$ cat config.mk
export PLATFORM = sky130hd
export DESIGN_NAME = fixin_decoder_flat
export DESIGN_NICKNAME = d
export VERILOG_FILES = /design/src/rtl/fixin_decoder_if.sv /design/src/rtl/fixin_decoder.sv /design/src/flat_wrapper.sv
export SDC_FILE = /design/constraint.sdc
export NUM_CORES = 1
export LEC_CHECK = 0
export CORE_AREA = 2 2 80 82
export DETAILED_ROUTE_END_ITERATION = 10
export DIE_AREA = 0 0 82 84
export PLACE_DENSITY = 0.73
export SYNTH_ARGS = -nofsm -noshare
export SYNTH_HDL_FRONTEND = slang
export SYNTH_SLANG_ARGS = --single-unit
export TNS_END_PERCENT = 10
$ cat constraint.sdc
create_clock -name clk -period 2.45 [get_ports clk]
set_input_delay 0.245 -clock clk [delete_from_list [all_inputs] [get_ports clk]]
set_output_delay 0.245 -clock clk [all_outputs]
set_load 0.02 [all_outputs]
$ cat src/rtl/fixin_decoder_if.sv
// Two valid/ready channels of the fixin decoder: coded words in, decoded bytes and flags out.
// The slave modport is the decoder's view; the master modport is the producer/consumer side.
interface fixin_decoder_if;
  logic        in_valid;
  logic        in_ready;
  logic [15:0] in_word;
  logic        out_valid;
  logic        out_ready;
  logic [7:0]  out_data;
  logic [2:0]  out_shift;
  logic        out_err;
  logic        out_ambig;

  modport slave (
    input  in_valid, in_word, out_ready,
    output in_ready, out_valid, out_data, out_shift, out_err, out_ambig
  );

  modport master (
    output in_valid, in_word, out_ready,
    input  in_ready, out_valid, out_data, out_shift, out_err, out_ambig
  );
endinterface

$ cat src/rtl/fixin_decoder.sv
// Recovers a byte from a duplicate/shift-fill coded word. Two-stage valid/ready pipeline
// (capture, then registered decode) with saturating invalid/ambiguous word counters.
module fixin_decoder #(
  parameter int CNT_W    = 8,
  parameter bit DROP_ERR = 1'b0
) (
  input  logic             clk,
  input  logic             rst,
  fixin_decoder_if.slave   bus,
  input  logic             clr_counts,
  output logic [CNT_W-1:0] err_count,
  output logic [CNT_W-1:0] ambig_count
);

  logic             s1_valid_q, s1_valid_d;
  logic [15:0]      s1_word_q, s1_word_d;
  logic             out_valid_q, out_valid_d;
  logic [7:0]       out_data_q, out_data_d;
  logic [2:0]       out_shift_q, out_shift_d;
  logic             out_err_q, out_err_d;
  logic             out_ambig_q, out_ambig_d;
  logic [CNT_W-1:0] err_cnt_q, err_cnt_d;
  logic [CNT_W-1:0] ambig_cnt_q, ambig_cnt_d;

  logic        s1_advance;
  logic        s1_move;
  logic [3:0]  match;
  logic [7:0]  dec_data;
  logic [2:0]  dec_shift;
  logic        dec_err;
  logic        dec_ambig;

  // Re-encode the candidate and compare; equivalent to checking fill, tag and wrap bits.
  function automatic logic k_match(input logic [15:0] w, input logic [7:0] d, input logic [3:0] k);
    logic [15:0] enc;
    enc = ({d, d} << k) | ((16'd1 << k) - 16'd1);
    return (enc == w) && (d[1:0] == 2'(k - 4'd1));
  endfunction

  assign s1_advance   = !out_valid_q || bus.out_ready;
  assign s1_move      = s1_valid_q && s1_advance;
  assign bus.in_ready = !s1_valid_q || s1_advance;

  always_comb begin
    match = {k_match(s1_word_q, s1_word_q[11:4], 4'd4),
             k_match(s1_word_q, s1_word_q[10:3], 4'd3),
             k_match(s1_word_q, s1_word_q[9:2],  4'd2),
             k_match(s1_word_q, s1_word_q[8:1],  4'd1)};
    dec_err   = (match == 4'b0000);
    dec_ambig = ((match & (match - 4'd1)) != 4'b0000);
    dec_data  = s1_word_q[15:8];
    dec_shift = 3'd0;
    if (match[3]) begin
      dec_data  = s1_word_q[11:4];
      dec_shift = 3'd4;
    end else if (match[2]) begin
      dec_data  = s1_word_q[10:3];
      dec_shift = 3'd3;
    end else if (match[1]) begin
      dec_data  = s1_word_q[9:2];
      dec_shift = 3'd2;
    end else if (match[0]) begin
      dec_data  = s1_word_q[8:1];
      dec_shift = 3'd1;
    end
  end

  always_comb begin
    s1_valid_d  = s1_valid_q;
    s1_word_d   = s1_word_q;
    out_valid_d = out_valid_q;
    out_data_d  = out_data_q;
    out_shift_d = out_shift_q;
    out_err_d   = out_err_q;
    out_ambig_d = out_ambig_q;
    err_cnt_d   = err_cnt_q;
    ambig_cnt_d = ambig_cnt_q;

    if (bus.in_valid && bus.in_ready) begin
      s1_valid_d = 1'b1;
      s1_word_d  = bus.in_word;
    end else if (s1_advance) begin
      s1_valid_d = 1'b0;
    end

    // Stage 2 only changes when it is free or being drained, which keeps held outputs stable.
    if (s1_advance) begin
      out_valid_d = s1_valid_q && !(DROP_ERR && dec_err);
      if (s1_valid_q) begin
        out_data_d  = dec_data;
        out_shift_d = dec_shift;
        out_err_d   = dec_err;
        out_ambig_d = dec_ambig;
      end
    end

    if (clr_counts) begin
      err_cnt_d   = '0;
      ambig_cnt_d = '0;
    end else if (s1_move) begin
      if (dec_err && (err_cnt_q != '1))
        err_cnt_d = err_cnt_q + CNT_W'(1);
      if (dec_ambig && (ambig_cnt_q != '1))
        ambig_cnt_d = ambig_cnt_q + CNT_W'(1);
    end
  end

  always_ff @(posedge clk or posedge rst) begin
    if (rst) begin
      s1_valid_q  <= 1'b0;
      s1_word_q   <= '0;
      out_valid_q <= 1'b0;
      out_data_q  <= '0;
      out_shift_q <= '0;
      out_err_q   <= 1'b0;
      out_ambig_q <= 1'b0;
      err_cnt_q   <= '0;
      ambig_cnt_q <= '0;
    end else begin
      s1_valid_q  <= s1_valid_d;
      s1_word_q   <= s1_word_d;
      out_valid_q <= out_valid_d;
      out_data_q  <= out_data_d;
      out_shift_q <= out_shift_d;
      out_err_q   <= out_err_d;
      out_ambig_q <= out_ambig_d;
      err_cnt_q   <= err_cnt_d;
      ambig_cnt_q <= ambig_cnt_d;
    end
  end

  assign bus.out_valid = out_valid_q;
  assign bus.out_data  = out_data_q;
  assign bus.out_shift = out_shift_q;
  assign bus.out_err   = out_err_q;
  assign bus.out_ambig = out_ambig_q;
  assign err_count     = err_cnt_q;
  assign ambig_count   = ambig_cnt_q;

endmodule

$ cat src/flat_wrapper.sv
// flat-port wrapper written by rule: the top's interface ports become plain ports
module fixin_decoder_flat 
#(
  parameter int CNT_W    = 8,
  parameter bit DROP_ERR = 1'b0
)
  (clk, rst, clr_counts, err_count, ambig_count, bus_in_valid, bus_in_word, bus_out_ready, bus_in_ready, bus_out_valid, bus_out_data, bus_out_shift, bus_out_err, bus_out_ambig);
  fixin_decoder_if bus_i ();
  input  logic clk;
  input  logic rst;
  input  logic clr_counts;
  output logic [CNT_W-1:0] err_count;
  output logic [CNT_W-1:0] ambig_count;
  input wire logic [$bits(bus_i.in_valid)-1:0] bus_in_valid;
  input wire logic [$bits(bus_i.in_word)-1:0] bus_in_word;
  input wire logic [$bits(bus_i.out_ready)-1:0] bus_out_ready;
  output wire logic [$bits(bus_i.in_ready)-1:0] bus_in_ready;
  output wire logic [$bits(bus_i.out_valid)-1:0] bus_out_valid;
  output wire logic [$bits(bus_i.out_data)-1:0] bus_out_data;
  output wire logic [$bits(bus_i.out_shift)-1:0] bus_out_shift;
  output wire logic [$bits(bus_i.out_err)-1:0] bus_out_err;
  output wire logic [$bits(bus_i.out_ambig)-1:0] bus_out_ambig;
  assign bus_i.in_valid = bus_in_valid;
  assign bus_i.in_word = bus_in_word;
  assign bus_i.out_ready = bus_out_ready;
  assign bus_in_ready = bus_i.in_ready;
  assign bus_out_valid = bus_i.out_valid;
  assign bus_out_data = bus_i.out_data;
  assign bus_out_shift = bus_i.out_shift;
  assign bus_out_err = bus_i.out_err;
  assign bus_out_ambig = bus_i.out_ambig;
  fixin_decoder #(.CNT_W(CNT_W), .DROP_ERR(DROP_ERR)) u_core (.clk(clk), .rst(rst), .bus(bus_i), .clr_counts(clr_counts), .err_count(err_count), .ambig_count(ambig_count));
endmodule
==> results of run 1 <==
==> state kept, by name, indices dropped and copies added, names as in the netlist <==
| signal | count |
|---|---|
| u_core.bus.out_valid | 1 |
| u_core.bus.out_err | 1 |
| u_core.s1_valid_q | 1 |
| u_core.bus.out_ambig | 1 |
| u_core.s1_word_q | 16 |
| u_core.err_count | 8 |
| u_core.ambig_count | 8 |
| u_core.bus.out_data | 8 |
| u_core.bus.out_shift | 3 |
==> power by group through the flow <==
| stage | sequential, mW | combinational [mW] | clock (mW) |
|---|---|---|---|
| global route | 0.944 | 0.573 | 0.515 |
| CTS | 0.932 | 0.528 | 0.472 |
| finish | 0.932 | 0.525 | 0.459 |
| global placement | 0.943 | 0.527 | 0 |
| detailed placement | 0.947 | 0.527 | 0 |
| floorplan | 0.970 | 0.275 | 0 |
==> through the flow <==
stage	hold slack, ns	power (mW)	setup slack (ns)
2_1_floorplan	0.3534	1.244	0.3516
3_3_place_gp	0.4616	1.470	0.2336
3_5_place_dp	0.4714	1.474	0.1691
4_1_cts	0.4495	1.932	0.1507
5_1_grt	0.4705	2.032	0.001498
6_report	0.4105	1.915	0.1103
==> worst reg2reg max path, cell delays in order (launching register included) <==
cell      delay (ns)
dfrtp_1         0.46
and4bb_4        0.41
nand2_4         0.07
a2111o_1        0.61
or4_1           0.54
a21oi_1         0.16
==> worst max-delay path by stage <==
stage	start	to	slack [ns]	depth (start not counted)
after global routing	u_core.s1_word_q[3]	u_core.ambig_count[6]	0.001	5
after detailed placement	u_core.s1_word_q[3]	u_core.ambig_count[6]	0.17	5
after floorplan	u_core.s1_word_q[11]	u_core.ambig_count[4]	0.35	7
after CTS	u_core.s1_word_q[3]	u_core.ambig_count[5]	0.15	5
final	u_core.s1_word_q[3]	u_core.ambig_count[5]	0.11	5
after global placement	u_core.s1_word_q[3]	u_core.ambig_count[5]	0.23	5
==> routing by layer <==
layer,share of wire,global-route usage,vias up
li1,-,-,1112
met1,0.43,0.2540,1074
met2,0.49,0.3060,78
met3,0.052,0.03788,10
met4,0.026,0.06364,0
met5,0,0,-
==> cell families after synthesis <==
logic type / Yosys count / synth area share
buffers and inverters: 23 / 0.04289
AO/OA/AOI/OAI: 72 / 0.1859
multiplexers: 22 / 0.09390
AND/OR/NAND/NOR: 95 / 0.1997
adder cells (fa/ha/maj): 2 / 0.009531
XOR/XNOR: 6 / 0.02002
flip-flops: 47 / 0.4480
==> cell usage in the layout, fill, tap and decap left out, types with 4 or more instances in the layout <==
cell / instances
clkdlybuf4s50_1: 51
dfrtp_1: 47
nand2_1: 21
nor2_1: 20
buf_4: 19
mux2_2: 17
a21oi_1: 16
o21ai_0: 14
nand3_1: 8
o31ai_1: 7
nand4_1: 6
inv_1: 5
nand2b_1: 5
xnor2_1: 5
a21o_1: 5
or4_1: 5
nor2b_1: 5
a221oi_1: 5
clkbuf_8: 5
or3_1: 4
mux2_1: 4
nor4_1: 4
==> final cells by class <==
class	instances	area [um^2]	share of cell area
clock buffers	7	76.32	0.02268
clock inverters	1	5.005	0.001487
inverters	6	22.52	0.006691
multi-input cells	197	1336	0.3970
flip-flops and latches	47	1176	0.3494
well taps	77	96.34	0.02862
repair buffers	70	653.1	0.1941
==> results.sh, run 1 <==
export IMPL_status="finished clean"
export IMPL_hpwl_um=4624
export IMPL_synth_area_leaders="dfrtp_1 45%, mux2_2 7.3%, a21oi_1 3.1%"
export IMPL_peakVddDrop_v=0.0002882
export IMPL_pwr_share_comb=0.274
export IMPL_cap_violations=0
export IMPL_synth_edff_count=0
export IMPL_dp_cells=397
export IMPL_syn2layout_area_growth_pct=28.22
export IMPL_fmax_mhz=427.4
export IMPL_dr_total_vias=2274
export IMPL_ant_nets=0
export IMPL_drtPass1Iterations=4
export IMPL_cts_sinks=47
export IMPL_antenna_found_initial=0
export IMPL_leakage_nw=1.329
export IMPL_rrSetupSlack_ns=0.11
export IMPL_setup_tns_ns=0
export IMPL_hold_path_class="in -> async"
export IMPL_cp_arrival_ns=2.55
export IMPL_routed_wirelength_um=6163
export IMPL_initial_core_util=0.4306
export IMPL_synth_ff_type="dfrtp_1"
export IMPL_die_h_um=84
export IMPL_rsz0062_at_grt="false"
export IMPL_synth_warnings=0
export IMPL_skew_ns=0.008448
export IMPL_ys_top_cells_by_count="47 x dfrtp_1, 21 x nand2_1, 20 x nor2_1"
export IMPL_place_area_mm2=0.003284
export IMPL_final_cell_area_mm2=0.003366
export IMPL_slowest_stage="a2111o_1"
export IMPL_cellInternalPower_mw=1.314
export IMPL_postCtsHoldBufs=0
export IMPL_h_tree_depth=2
export IMPL_syn_area_mm2=0.002625
export IMPL_cts_root_buf="clkbuf_8"
export IMPL_rows=29
export IMPL_io_buffers=51
export IMPL_worstPathCellList="and4bb_4, nand2_4, a2111o_1, or4_1, a21oi_1"
export IMPL_drc=0
export IMPL_post_drt_wl_per_cell_um=15.22
export IMPL_via_per_inst=5.615
export IMPL_swShare=0.3142
export IMPL_nFillCells=592
export IMPL_cts_tree="yes"
export IMPL_pin_count=52
export IMPL_finalNetCount=350
export IMPL_post_cts_buffers=0
export IMPL_endpoint_kind="register"
export IMPL_setup_violations=0
export IMPL_period_needed_ns=2.340
export IMPL_required_ns=2.66
export IMPL_clk_path_buf_depth=2
export IMPL_critPathBufInv=0
export IMPL_diodes=0
export IMPL_drive_above_1_share=0.1524
export IMPL_synth_top_area_share=0.4480
export IMPL_post_route_period_util=0.9550
export IMPL_seqPwrFrac=0.486
export IMPL_coreArea_mm2=0.006096
export IMPL_fin_util=0.5521
export IMPL_r2r_cells=5
export IMPL_slew_violations=0
export IMPL_reg2reg_to="u_core.ambig_count[5]"
export IMPL_grt_util_all_layers=0.1905
export IMPL_tightest_slew_ns=0.7134
export IMPL_clockPowerShare=0.239
export IMPL_die_w_um=82
export IMPL_place_congestion=0.9037
export IMPL_max_stage_delay_ns=0.61
export IMPL_async_reset_ff_frac=1.000
export IMPL_ys_seq_elements=47
export IMPL_grt_pass1_wl_um=10280
export IMPL_max_slew_margin=0.5229
export IMPL_first_iter_violations=98
export IMPL_synth_nets=290
export IMPL_clock_latency_ns=0.30
export IMPL_pwr_density_cell_mw_per_mm2=569.1
export IMPL_path_class="reg -> reg"
export IMPL_yosysMostFrequentCell="dfrtp_1"
export IMPL_r2r_start="u_core.s1_word_q[3]"
export IMPL_syn_inst=267
export IMPL_cts_resized=0
export IMPL_dieArea_mm2=0.006888
export IMPL_ys_seq_area_frac=0.4480
export IMPL_p_switching_mw=0.6018
export IMPL_post_synth_top_area_cell="dfrtp_1"
export IMPL_cts_buffers=5
export IMPL_grt_max_degree=48
export IMPL_cts_clk_slew_worst_paths_ns=0.09
export IMPL_grt_pass1_vias=2126
export IMPL_gr_total_overflow=0
export IMPL_finalHoldViolCount=0
export IMPL_syn_avg_cell_area_um2=9.832
export IMPL_path_delay_family="simple AND/OR/NAND/NOR gates"
export IMPL_final_cells=405
export IMPL_path_max_fanout=14
export IMPL_synthDistinctLibCells=54
export IMPL_cp_start_kind="register"
No activity file was read; power rests on OpenSTA's default activity.
==> run 2: changes to the inputs <==
--- a/config.mk
+++ b/config.mk
@@ -5,10 +5,13 @@
 export SDC_FILE = /design/constraint.sdc
 export NUM_CORES = 1
 export LEC_CHECK = 0
-export CORE_AREA = 2 2 80 82
+export CELL_PAD_IN_SITES_DETAIL_PLACEMENT = 1
+export CELL_PAD_IN_SITES_GLOBAL_PLACEMENT = 1
+export CORE_AREA = 2 2 86 88
 export DETAILED_ROUTE_END_ITERATION = 10
-export DIE_AREA = 0 0 82 84
-export PLACE_DENSITY = 0.73
+export DIE_AREA = 0 0 88 90
+export PLACE_DENSITY = 0.81
+export SLEW_MARGIN = 10
 export SYNTH_ARGS = -nofsm -noshare
 export SYNTH_HDL_FRONTEND = slang
 export SYNTH_SLANG_ARGS = --single-unit
==> results.sh, run 2 (synthesis results as in run 1) <==
export IMPL_skew_ns=0.01230
export IMPL_critPathBufInv=0
export IMPL_path_class="reg -> reg"
export IMPL_cellInternalPower_mw=1.301
export IMPL_layout_common_cells="51 x clkdlybuf4s50_1, 47 x dfrtp_1, 21 x nand2_1"
export IMPL_cp_arrival_ns=2.55
export IMPL_grt_util_all_layers=0.1880
export IMPL_postCtsHoldBufs=0
export IMPL_worstPathCellList="and4bb_4, nand2_4, a2111o_2, or4_1, a21oi_1"
export IMPL_p_total_mw=1.916
export IMPL_setup_violations=0
export IMPL_path_max_fanout=14
export IMPL_final_common_cell="clkdlybuf4s50_1"
export IMPL_post_drt_wl_per_cell_um=16.50
export IMPL_cts_clk_slew_worst_paths_ns=0.09
export IMPL_drtPass1Iterations=4
export IMPL_grt_max_degree=30
export IMPL_pwr_share_comb=0.269
export IMPL_grt_pass1_wl_um=11840
export IMPL_required_ns=2.67
export IMPL_cp_start_kind="register"
export IMPL_pwr_density_cell_mw_per_mm2=568.2
export IMPL_routed_wirelength_um=6997
export IMPL_fin_util=0.4803
export IMPL_clockPowerShare=0.242
export IMPL_peakVddDrop_v=0.0002522
export IMPL_status="finished clean"
export IMPL_initial_core_util=0.3739
export IMPL_regMostFlops="u_core.s1_word_q"
export IMPL_io_buffers=51
export IMPL_dieArea_mm2=0.007920
export IMPL_rsz0062_at_grt="false"
export IMPL_nFillCells=807
export IMPL_grt_pass1_vias=2447
export IMPL_cts_sinks=47
export IMPL_cap_violations=0
export IMPL_largest_reg_flops=16
export IMPL_drive_above_1_share=0.1477
export IMPL_clock_latency_ns=0.31
export IMPL_seqPwrFrac=0.489
export IMPL_swShare=0.3209
export IMPL_cts_buffers=5
export IMPL_cts_tree="yes"
export IMPL_die_h_um=90
export IMPL_fmax_mhz=428.3
export IMPL_max_stage_delay_ns=0.60
export IMPL_leakage_nw=1.315
export IMPL_place_congestion=0.8418
export IMPL_post_cts_buffers=0
export IMPL_slowest_stage="a2111o_2"
export IMPL_hold_path_class="in -> async"
export IMPL_slew_violations=0
export IMPL_diodes=0
export IMPL_cts_root_buf="clkbuf_8"
export IMPL_die_w_um=88
export IMPL_dr_total_vias=2334
export IMPL_period_needed_ns=2.335
export IMPL_first_iter_violations=56
export IMPL_rows=31
export IMPL_drc=0
export IMPL_post_route_period_util=0.9530
export IMPL_via_per_inst=5.505
export IMPL_p_switching_mw=0.6148
export IMPL_hpwl_um=5293
export IMPL_syn2layout_area_growth_pct=28.46
export IMPL_clk_path_buf_depth=2
export IMPL_ant_nets=0
export IMPL_cts_resized=0
export IMPL_max_slew_margin=0.5076
export IMPL_endpoint_kind="register"
export IMPL_finalNetCount=347
export IMPL_setup_tns_ns=0
export IMPL_gr_total_overflow=0
export IMPL_pin_count=52
export IMPL_finalHoldViolCount=0
export IMPL_coreArea_mm2=0.007020
export IMPL_h_tree_depth=2
export IMPL_fin_hold_ws_ns=0.2260
export IMPL_antenna_found_initial=0
export IMPL_path_delay_family="simple AND/OR/NAND/NOR gates"
export IMPL_tightest_slew_ns=0.7363
==> run 2: cell count changes in the layout (fill, tap and decap cells not counted) <==
cell	delta
a2111o_1	-1
a2111o_2	+1
buf_4	-3
==> run 2: path summary, 6_finish.rpt <==
kind / slack, ns / depth (start not counted) / to / start
worst max-delay path: 0.12 / 5 / u_core.ambig_count[5] / u_core.s1_word_q[11]
max in group asynchronous: 1.62 / 3 / u_core.s1_word_q[13] / rst
min in group clk: 0.49 / 1 / u_core.bus.out_err / u_core.bus.out_err
worst min-delay path: 0.23 / 2 / u_core.err_count[3] / rst
worst min register to register: 0.49 / 1 / u_core.bus.out_err / u_core.bus.out_err
worst max register to register: 0.12 / 5 / u_core.ambig_count[5] / u_core.s1_word_q[11]
==> run 2: power by group through the flow <==
stage               logic (mW)  clock network, mW  registers, mW
floorplan                0.275                  0          0.970
CTS                      0.520              0.476          0.938
detailed placement       0.517                  0          0.953
finish                   0.515              0.463          0.938
global placement         0.502                  0          0.950
global route             0.561              0.505          0.951
==> run 2: metrics by stage <==
| step | instance area, um^2 | instances | worst slack [ns] |
|---|---|---|---|
| after floorplan | 2625 | 267 | 0.3516 |
| after global placement | 3289 | 416 | 0.1705 |
| after detailed placement | 3289 | 416 | 0.1188 |
| after CTS | 3371 | 424 | 0.09006 |
| after global routing | 3372 | 424 | 0.007958 |
| final | 3372 | 424 | 0.1152 |
==> run 2: final cells by class <==
| class | instances | area (um^2) | share of cell area |
|---|---|---|---|
| multi-input cells | 197 | 1338 | 0.3967 |
| flip-flops and latches | 47 | 1176 | 0.3488 |
| repair buffers | 67 | 630.6 | 0.1870 |
| well taps | 99 | 123.9 | 0.03673 |
| clock buffers | 7 | 76.32 | 0.02263 |
| inverters | 6 | 22.52 | 0.006679 |
| clock inverters | 1 | 5.005 | 0.001484 |
==> run 2: layer usage <==
layer	vias up	GRT usage	share of wire
li1	1100	-	-
met1	1162	0.2371	0.44
met2	60	0.3289	0.51
met3	12	0.02755	0.033
met4	0	0.05256	0.018
met5	-	0	0
==> run 2: worst reg2reg max path: stages (launching register included) <==
cell	delay [ns]
dfrtp_1	0.46
and4bb_4	0.44
nand2_4	0.07
a2111o_2	0.60
or4_1	0.50
a21oi_1	0.16
